## src/rtl/corral_pkg.sv

```systemverilog
// Shared types and constants for the corral game controller: FSM states,
// field widths and the data_sel encodings of the display word.
package corral_pkg;

    localparam int MOVE_W = 3;
    localparam int POS_W  = 4;

    localparam logic [1:0] SEL_COWBOY = 2'd0;
    localparam logic [1:0] SEL_HORSE  = 2'd1;
    localparam logic [1:0] SEL_STATUS = 2'd2;

    typedef enum logic [2:0] {
        ST_IDLE   = 3'd0,
        ST_ISSUE  = 3'd1,
        ST_WAIT   = 3'd2,
        ST_SHOW_C = 3'd3,
        ST_SHOW_H = 3'd4,
        ST_SHOW_S = 3'd5,
        ST_OVER   = 3'd6
    } state_e;

    function automatic logic [POS_W-1:0] status_word(input logic go, input logic lw);
        return {2'b00, go, lw};
    endfunction

endpackage

```

## src/rtl/corral_if.sv

```systemverilog
// Bundle of the requester, game-engine and display signals of corral_ctrl.
// The controller takes the slave view; the environment takes the master view.
interface corral_if;
    import corral_pkg::*;

    logic              move_valid;
    logic [MOVE_W-1:0] move;
    logic              move_ready;
    logic              new_game;
    logic              game_enter;
    logic [MOVE_W-1:0] game_move;
    logic              game_ready;
    logic [POS_W-1:0]  game_cowboypos;
    logic [POS_W-1:0]  game_horsepos;
    logic              game_gameover;
    logic              game_lostwon;
    logic [POS_W-1:0]  data;
    logic [1:0]        data_sel;
    logic              data_valid;
    logic              gameover;
    logic              lostwon;
    logic              busy;
    logic              timeout_err;

    modport slave (
        input  move_valid, move, new_game, game_ready, game_cowboypos,
               game_horsepos, game_gameover, game_lostwon,
        output move_ready, game_enter, game_move, data, data_sel, data_valid,
               gameover, lostwon, busy, timeout_err
    );

    modport master (
        output move_valid, move, new_game, game_ready, game_cowboypos,
               game_horsepos, game_gameover, game_lostwon,
        input  move_ready, game_enter, game_move, data, data_sel, data_valid,
               gameover, lostwon, busy, timeout_err
    );

endinterface

```

## src/rtl/corral_move_fifo.sv

```systemverilog
// Two-entry move queue with synchronous flush. Callers must not push when
// full or pop when empty; such requests are dropped.
module corral_move_fifo
    import corral_pkg::*;
(
    input  logic              clock,
    input  logic              reset_n,
    input  logic              flush_i,
    input  logic              push_i,
    input  logic [MOVE_W-1:0] data_i,
    input  logic              pop_i,
    output logic [MOVE_W-1:0] data_o,
    output logic              empty_o,
    output logic              full_o
);

    logic [MOVE_W-1:0] mem_q [2];
    logic              wr_ptr_q;
    logic              rd_ptr_q;
    logic [1:0]        count_q;
    logic              push_s;
    logic              pop_s;

    assign full_o  = (count_q == 2'd2);
    assign empty_o = (count_q == 2'd0);
    assign data_o  = mem_q[rd_ptr_q];
    assign push_s  = push_i && !full_o;
    assign pop_s   = pop_i && !empty_o;

    // Storage, pointers and occupancy; flush empties the queue in one cycle.
    always_ff @(posedge clock or negedge reset_n) begin
        if (!reset_n) begin
            mem_q[0] <= {MOVE_W{1'b0}};
            mem_q[1] <= {MOVE_W{1'b0}};
            wr_ptr_q <= 1'b0;
            rd_ptr_q <= 1'b0;
            count_q  <= 2'd0;
        end else if (flush_i) begin
            wr_ptr_q <= 1'b0;
            rd_ptr_q <= 1'b0;
            count_q  <= 2'd0;
        end else begin
            if (push_s) begin
                mem_q[wr_ptr_q] <= data_i;
                wr_ptr_q        <= ~wr_ptr_q;
            end
            if (pop_s) begin
                rd_ptr_q <= ~rd_ptr_q;
            end
            case ({push_s, pop_s})
                2'b10:   count_q <= count_q + 2'd1;
                2'b01:   count_q <= count_q - 2'd1;
                default: count_q <= count_q;
            endcase
        end
    end

endmodule

```

## src/rtl/corral_ctrl.sv

```systemverilog
// Corral game controller: queues requester moves, issues them one at a time
// to the game engine and shows the result. CORRAL_TIMEOUT_EN adds a WAIT timeout.
module corral_ctrl
    import corral_pkg::*;
#(
    parameter int TIMEOUT_CYCLES = 64
) (
    input  logic     clock,
    input  logic     reset_n,
    corral_if.slave  bus
);

    if (TIMEOUT_CYCLES < 1) begin : g_bad_timeout
        $error("corral_ctrl: TIMEOUT_CYCLES must be at least 1");
    end

    state_e            state_q;
    logic [MOVE_W-1:0] move_q;
    logic              game_enter_q;
    logic [MOVE_W-1:0] game_move_q;
    logic [POS_W-1:0]  horse_q;
    logic [POS_W-1:0]  data_q;
    logic [1:0]        data_sel_q;
    logic              data_valid_q;
    logic              gameover_q;
    logic              lostwon_q;

    logic              move_ready_s;
    logic              fifo_push_s;
    logic              fifo_pop_s;
    logic              fifo_flush_s;
    logic [MOVE_W-1:0] fifo_head_s;
    logic              fifo_empty_s;
    logic              fifo_full_s;

    // Ready is held low while in reset so nothing is offered before release.
    assign move_ready_s = reset_n && !fifo_full_s && (state_q != ST_OVER);
    assign fifo_push_s  = bus.move_valid && move_ready_s;
    assign fifo_pop_s   = (state_q == ST_IDLE) && !fifo_empty_s;
    assign fifo_flush_s = (state_q == ST_OVER);

    corral_move_fifo u_fifo (
        .clock   (clock),
        .reset_n (reset_n),
        .flush_i (fifo_flush_s),
        .push_i  (fifo_push_s),
        .data_i  (bus.move),
        .pop_i   (fifo_pop_s),
        .data_o  (fifo_head_s),
        .empty_o (fifo_empty_s),
        .full_o  (fifo_full_s)
    );

`ifdef CORRAL_TIMEOUT_EN
    localparam int              TMO_W    = (TIMEOUT_CYCLES > 1) ? $clog2(TIMEOUT_CYCLES) : 1;
    localparam logic [TMO_W-1:0] TMO_LAST = TMO_W'(TIMEOUT_CYCLES - 1);

    logic [TMO_W-1:0] tmo_cnt_q;
    logic             timeout_err_q;

    assign bus.timeout_err = timeout_err_q;
`else
    assign bus.timeout_err = 1'b0;
`endif

    // Main FSM; every output is produced from a register updated here.
    always_ff @(posedge clock or negedge reset_n) begin
        if (!reset_n) begin
            state_q       <= ST_IDLE;
            move_q        <= {MOVE_W{1'b0}};
            game_enter_q  <= 1'b0;
            game_move_q   <= {MOVE_W{1'b0}};
            horse_q       <= {POS_W{1'b0}};
            data_q        <= {POS_W{1'b0}};
            data_sel_q    <= SEL_COWBOY;
            data_valid_q  <= 1'b0;
            gameover_q    <= 1'b0;
            lostwon_q     <= 1'b0;
`ifdef CORRAL_TIMEOUT_EN
            tmo_cnt_q     <= {TMO_W{1'b0}};
            timeout_err_q <= 1'b0;
`endif
        end else begin
            game_enter_q <= 1'b0;
            game_move_q  <= {MOVE_W{1'b0}};
            data_q       <= {POS_W{1'b0}};
            data_sel_q   <= SEL_COWBOY;
            data_valid_q <= 1'b0;
            case (state_q)
                ST_IDLE: begin
                    if (!fifo_empty_s) begin
                        move_q  <= fifo_head_s;
                        state_q <= ST_ISSUE;
                    end else begin
                        state_q <= ST_IDLE;
                    end
                end
                ST_ISSUE: begin
                    game_enter_q <= 1'b1;
                    game_move_q  <= move_q;
`ifdef CORRAL_TIMEOUT_EN
                    tmo_cnt_q    <= {TMO_W{1'b0}};
`endif
                    state_q      <= ST_WAIT;
                end
                ST_WAIT: begin
                    if (bus.game_ready) begin
                        horse_q      <= bus.game_horsepos;
                        gameover_q   <= bus.game_gameover;
                        lostwon_q    <= bus.game_lostwon;
                        data_q       <= bus.game_cowboypos;
                        data_sel_q   <= SEL_COWBOY;
                        data_valid_q <= 1'b1;
                        state_q      <= ST_SHOW_C;
`ifdef CORRAL_TIMEOUT_EN
                    end else if (tmo_cnt_q == TMO_LAST) begin
                        timeout_err_q <= 1'b1;
                        gameover_q    <= 1'b1;
                        lostwon_q     <= 1'b0;
                        state_q       <= ST_OVER;
                    end else begin
                        tmo_cnt_q <= tmo_cnt_q + TMO_W'(1);
                        state_q   <= ST_WAIT;
                    end
`else
                    end else begin
                        state_q <= ST_WAIT;
                    end
`endif
                end
                ST_SHOW_C: begin
                    data_q       <= horse_q;
                    data_sel_q   <= SEL_HORSE;
                    data_valid_q <= 1'b1;
                    state_q      <= ST_SHOW_H;
                end
                ST_SHOW_H: begin
                    data_q       <= status_word(gameover_q, lostwon_q);
                    data_sel_q   <= SEL_STATUS;
                    data_valid_q <= 1'b1;
                    state_q      <= ST_SHOW_S;
                end
                ST_SHOW_S: begin
                    state_q <= gameover_q ? ST_OVER : ST_IDLE;
                end
                ST_OVER: begin
                    if (bus.new_game) begin
                        gameover_q    <= 1'b0;
                        lostwon_q     <= 1'b0;
`ifdef CORRAL_TIMEOUT_EN
                        timeout_err_q <= 1'b0;
`endif
                        state_q       <= ST_IDLE;
                    end else begin
                        state_q <= ST_OVER;
                    end
                end
                default: begin
                    state_q <= ST_IDLE;
                end
            endcase
        end
    end

    assign bus.move_ready = move_ready_s;
    assign bus.game_enter = game_enter_q;
    assign bus.game_move  = game_move_q;
    assign bus.data       = data_q;
    assign bus.data_sel   = data_sel_q;
    assign bus.data_valid = data_valid_q;
    assign bus.gameover   = gameover_q;
    assign bus.lostwon    = lostwon_q;
    assign bus.busy       = (state_q != ST_IDLE);

endmodule

```

## src/flat_wrapper.sv

```systemverilog
// flat-port wrapper written by rule: the top's interface ports become plain ports
module corral_ctrl_flat import corral_pkg::*;
#(
    parameter int TIMEOUT_CYCLES = 64
)
  (clock, reset_n, bus_move_valid, bus_move, bus_new_game, bus_game_ready, bus_game_cowboypos, bus_game_horsepos, bus_game_gameover, bus_game_lostwon, bus_move_ready, bus_game_enter, bus_game_move, bus_data, bus_data_sel, bus_data_valid, bus_gameover, bus_lostwon, bus_busy, bus_timeout_err);
  corral_if bus_i ();
  input  logic clock;
  input  logic reset_n;
  input wire logic [$bits(bus_i.move_valid)-1:0] bus_move_valid;
  input wire logic [$bits(bus_i.move)-1:0] bus_move;
  input wire logic [$bits(bus_i.new_game)-1:0] bus_new_game;
  input wire logic [$bits(bus_i.game_ready)-1:0] bus_game_ready;
  input wire logic [$bits(bus_i.game_cowboypos)-1:0] bus_game_cowboypos;
  input wire logic [$bits(bus_i.game_horsepos)-1:0] bus_game_horsepos;
  input wire logic [$bits(bus_i.game_gameover)-1:0] bus_game_gameover;
  input wire logic [$bits(bus_i.game_lostwon)-1:0] bus_game_lostwon;
  output wire logic [$bits(bus_i.move_ready)-1:0] bus_move_ready;
  output wire logic [$bits(bus_i.game_enter)-1:0] bus_game_enter;
  output wire logic [$bits(bus_i.game_move)-1:0] bus_game_move;
  output wire logic [$bits(bus_i.data)-1:0] bus_data;
  output wire logic [$bits(bus_i.data_sel)-1:0] bus_data_sel;
  output wire logic [$bits(bus_i.data_valid)-1:0] bus_data_valid;
  output wire logic [$bits(bus_i.gameover)-1:0] bus_gameover;
  output wire logic [$bits(bus_i.lostwon)-1:0] bus_lostwon;
  output wire logic [$bits(bus_i.busy)-1:0] bus_busy;
  output wire logic [$bits(bus_i.timeout_err)-1:0] bus_timeout_err;
  assign bus_i.move_valid = bus_move_valid;
  assign bus_i.move = bus_move;
  assign bus_i.new_game = bus_new_game;
  assign bus_i.game_ready = bus_game_ready;
  assign bus_i.game_cowboypos = bus_game_cowboypos;
  assign bus_i.game_horsepos = bus_game_horsepos;
  assign bus_i.game_gameover = bus_game_gameover;
  assign bus_i.game_lostwon = bus_game_lostwon;
  assign bus_move_ready = bus_i.move_ready;
  assign bus_game_enter = bus_i.game_enter;
  assign bus_game_move = bus_i.game_move;
  assign bus_data = bus_i.data;
  assign bus_data_sel = bus_i.data_sel;
  assign bus_data_valid = bus_i.data_valid;
  assign bus_gameover = bus_i.gameover;
  assign bus_lostwon = bus_i.lostwon;
  assign bus_busy = bus_i.busy;
  assign bus_timeout_err = bus_i.timeout_err;
  corral_ctrl #(.TIMEOUT_CYCLES(TIMEOUT_CYCLES)) u_core (.clock(clock), .reset_n(reset_n), .bus(bus_i));
endmodule
```

## config.mk

```make
export PLATFORM = sky130hd
export DESIGN_NAME = corral_ctrl_flat
export DESIGN_NICKNAME = d
export VERILOG_FILES = /design/src/rtl/corral_pkg.sv /design/src/rtl/corral_if.sv /design/src/rtl/corral_move_fifo.sv /design/src/rtl/corral_ctrl.sv /design/src/flat_wrapper.sv
export SDC_FILE = /design/constraint.sdc
export NUM_CORES = 1
export LEC_CHECK = 0
export BUFFER_PORTS_ARGS = -buffer_cell sky130_fd_sc_hd__buf_2
export CAP_MARGIN = 25
export CELL_PAD_IN_SITES_DETAIL_PLACEMENT = 0
export CELL_PAD_IN_SITES_GLOBAL_PLACEMENT = 1
export CORE_MARGIN = 3
export CORE_UTILIZATION = 37
export CTS_CLUSTER_DIAMETER = 50
export DETAILED_ROUTE_END_ITERATION = 8
export GPL_TIMING_DRIVEN = 0
export HOLD_SLACK_MARGIN = 0.12
export PLACE_DENSITY = 0.81
export SKIP_CTS_REPAIR_TIMING = 1
export SYNTH_ARGS = -nofsm -noshare
export SYNTH_HDL_FRONTEND = slang
export SYNTH_HIERARCHICAL = 1
export SYNTH_SLANG_ARGS = --single-unit
```

## constraint.sdc

```tcl
create_clock -name clock -period 2.1 [get_ports clock]
set_input_delay 0.21 -clock clock [delete_from_list [all_inputs] [get_ports clock]]
set_output_delay 0.21 -clock clock [all_outputs]
set_load 0.01 [all_outputs]
```

==> summary.txt <==
Final layout
  • Util after Layout: 50.8%
  • Layout area overhead: 29.5%
  • Number of fill cells: around 350
  • Ratio of cells with drive above 1 in the final layout: 50.3%
  • Final Non-Filler Cells: 215
  • Final-stage net count: about 180
  • # diodes: 0

CTS
  • Htree depth: 2
  • Clk Latency, worst-skew pair: between 200 and 300 ps
  • CTS tree: built
  • TritonCTS Sinks: 33
  • Num CTS Buffers: 5
  • Reg clk slew, reported paths: about 70 ps
  • Max Buffers Root-to-Sink: 2
  • Root Driver: clkbuf_8

STA
  • Crit path time final: 2140 ps
  • Peak Freq: 467 MHz
  • Clock Skew: 6.40 ps
  • Worst-Margin Slew: 579 ps
  • Worst rel slew slack: about three fifths
  • Slew Limit Fails: 0
  • Final WS setup: -43.1 ps
  • Final setup fails: 3
  • Final hold vios: 0
  • RSZ-0062 raised after global routing: yes
  • Final period utilization: 102%
  • Setup TNS: -122 ps

Routing
  • Initial drt markers: 33
  • Post-route DRC: 0
  • DRT Pass-1 Iters: 5
  • Post-DRT Antenna Nets: 0
  • Via Count: 1,037
  • Vias/cell: 4.82
  • Routed WL: 2.87 mm
  • Mean routed wirelength per cell: 13.3 um

Synth
  • Avg Inst Size Synth: 12.9 um^2
  • Synth top area share: 56.2%
  • Synth warnings: 6
  • Post-synth top area cell: dfrtp_1
  • Post-Syn Area: 1470 um^2
  • Syn nets: about 130
  • Unique masters post-synth: 35
  • Post-Syn Instances: 114
  • Synthesis-stage register bit count: 33
  • Top post-synthesis cells by area: dfrtp_1, mux2_2, mux2_4
  • Sequential area share after synthesis: a little under three fifths

Floorplanning
  • Io pins: 34
  • Height of the chip: 69.0 um
  • Core Region: 3740 um^2
  • Cell Rows: 22
  • DIE AREA: 4760 um^2
  • Initial Util: 39.2%
  • DIE WIDTH: roughly 69 um

Placement
  • Port buffer count: 32
  • Setup WS pre-CTS: -352 ps
  • Placer's final routability congestion estimate: 0.719
  • Hpwl dp: 1.92 mm
  • Placed cell count: 194

Critical path
  • Worst R2R End: u_core/u_fifo/mem_q[0]
  • Critical path endpoint: u_core/u_fifo/mem_q[0]
  • Critical path endpoint category: register
  • Crit Path Max Fanout: 6
  • Crit path depth: 7
  • Worst flop-to-flop path startpoint: u_core/state_q[2]
  • Critical path type: reg -> reg
  • Startpoint types: register
  • Buffers & Inverters on Critical Path: 2
  • Crit path arrival time: 2310 ps
  • CP top delay family: simple AND/OR/NAND/NOR gates
  • CP max stage delay: 550 ps
  • CP max stage cell: or4b_4
  • Worst Reg-to-Reg Cells: 7
  • Required @ worst endpoint: 2270 ps
  • CP startpoint: u_core/state_q[2]
  • Reg2reg setup slack: -40 ps
  • Crit path cell chain: buf_6, and3b_2, nor3b_4, and2_4, inv_4, or4b_4, mux2_4

Global routing
  • Initial antenna violation count: 0
  • Gr ovfl total: 0
  • Largest net degree at the start of global routing: 35
  • Vias in the first global route: ~1.0k
  • First-pass GRT wire length: approximately 4.7 mm
  • Tot GR Track Use: 12.5%

Outcome
  • Violated checks: setup timing
  • Outcome: complete, but fails checks

Power
  • VDD IR max: 0.427 mV
  • P per Cell Area: 1430 nW/um^2
  • LEAKAGE: ~0.94 nW

Hold path
  • Worst min path class: in -> reg

Job
  • Maxcap violations: 0
stage by stage:
stage	area, um^2	power [mW]	hold WS (ps)
after floorplan	1480	1.86	-85.6
after global placement	1700	2.09	287
after detailed placement	1700	2.16	310
after CTS	1780	2.61	5.92
after global routing	1900	2.91	131
final	1900	2.71	124
cell usage after synthesis (all sizes together):
library cell and instances:
a22o 2, mux2 16, o21bai 1, inv 3, xor2 1, clkbuf 1, nand3b 1, nor4 1
dfrtp 33, or4b 2, buf 3, a21oi 4, nand3 1, a31oi 3, nand2 7, and2b 1
nand2b 1, and4bb 1, o2bb2ai 2, conb 1, nor3b 2, a22oi 3, and3b 2, o21ai 5
nor2b 3, and2 4, nor2 6, or3 4
worst min-delay path by stage:
stage	from	endpoint	slack [ps]	depth (start not counted)
floorplan	reset_n	u_core/bus.data[0]	-90	0
global placement	reset_n	u_core/bus.data[2]	290	1
detailed placement	reset_n	u_core/bus.data[2]	310	1
CTS	reset_n	u_core/bus.data[0]	6	1
global route	bus_game_cowboypos[0]	u_core/bus.data[0]	130	3
finish	bus_game_cowboypos[0]	u_core/bus.data[0]	120	3
placed cells by master, fill, tap and decap left out, drive strengths merged, types with 2 or more instances in the layout:
| cell type | instances |
|---|---|
| a21oi | 4 |
| a22o | 2 |
| a22oi | 3 |
| a31oi | 3 |
| and2 | 4 |
| and3b | 2 |
| buf | 47 |
| clkbuf | 9 |
| dfrtp | 33 |
| inv | 3 |
| mux2 | 16 |
| nand2 | 7 |
| nor2 | 6 |
| nor2b | 3 |
| nor3b | 2 |
| o21ai | 5 |
| o2bb2ai | 2 |
| or3 | 4 |
| or4b | 2 |
logic make-up after synthesis:
| kind of cell | share of synthesized area [%] |
|---|---|
| compound gates | 8.94 |
| xor+xnor | 0.596 |
| buf+inv | 3.15 |
| flops | 56.2 |
| mux | 13.8 |
| other cells | 0.255 |
| simple gates | 17.0 |
power by group:
| part | internal (mW) | switching (mW) | leakage [nW] |
|---|---|---|---|
| combinational | 0.651 | 0.492 | 0.491 |
| clock | 0.235 | 0.210 | 0.0395 |
| sequential | 0.923 | 0.200 | 0.412 |
| total | 1.81 | 0.902 | 0.943 |
metal layers:
metal	GRT usage (%)	share of wire, %	wire length [um]	vias to the layer above
li1	-	-	-	505
met1	13.8	43	1220	506
met2	21.4	52	1480	20
met3	3.79	3.6	103	6
met4	6.51	2.2	64	0
met5	0	0	0	-
layout make-up:
type	count	area, um^2	area share, %
flip-flops and latches	33	828	43.6
well taps	48	60.1	3.16
multi-input cells	74	612	32.2
clock buffers	8	80.1	4.21
repair buffers	45	273	14.3
inverters	3	13.8	0.724
plain buffers	4	35.0	1.84
sequential cells by signal (all words and copies together), names as in the netlist, 2 cells and up:
name / flops
u_core/u_fifo/mem_q: 6
u_core/horse_q: 4
u_core/move_q: 3
u_core/state_q: 3
u_core/bus.game_move: 3
u_core/bus.data: 4
u_core/bus.data_sel: 2
u_core/u_fifo/count_q: 2
worst min-delay path: stages:
cell and delay (ps):
buf_2 70, nand2_1 40, nand2_1 50
Power figures use the tool's default switching activity.
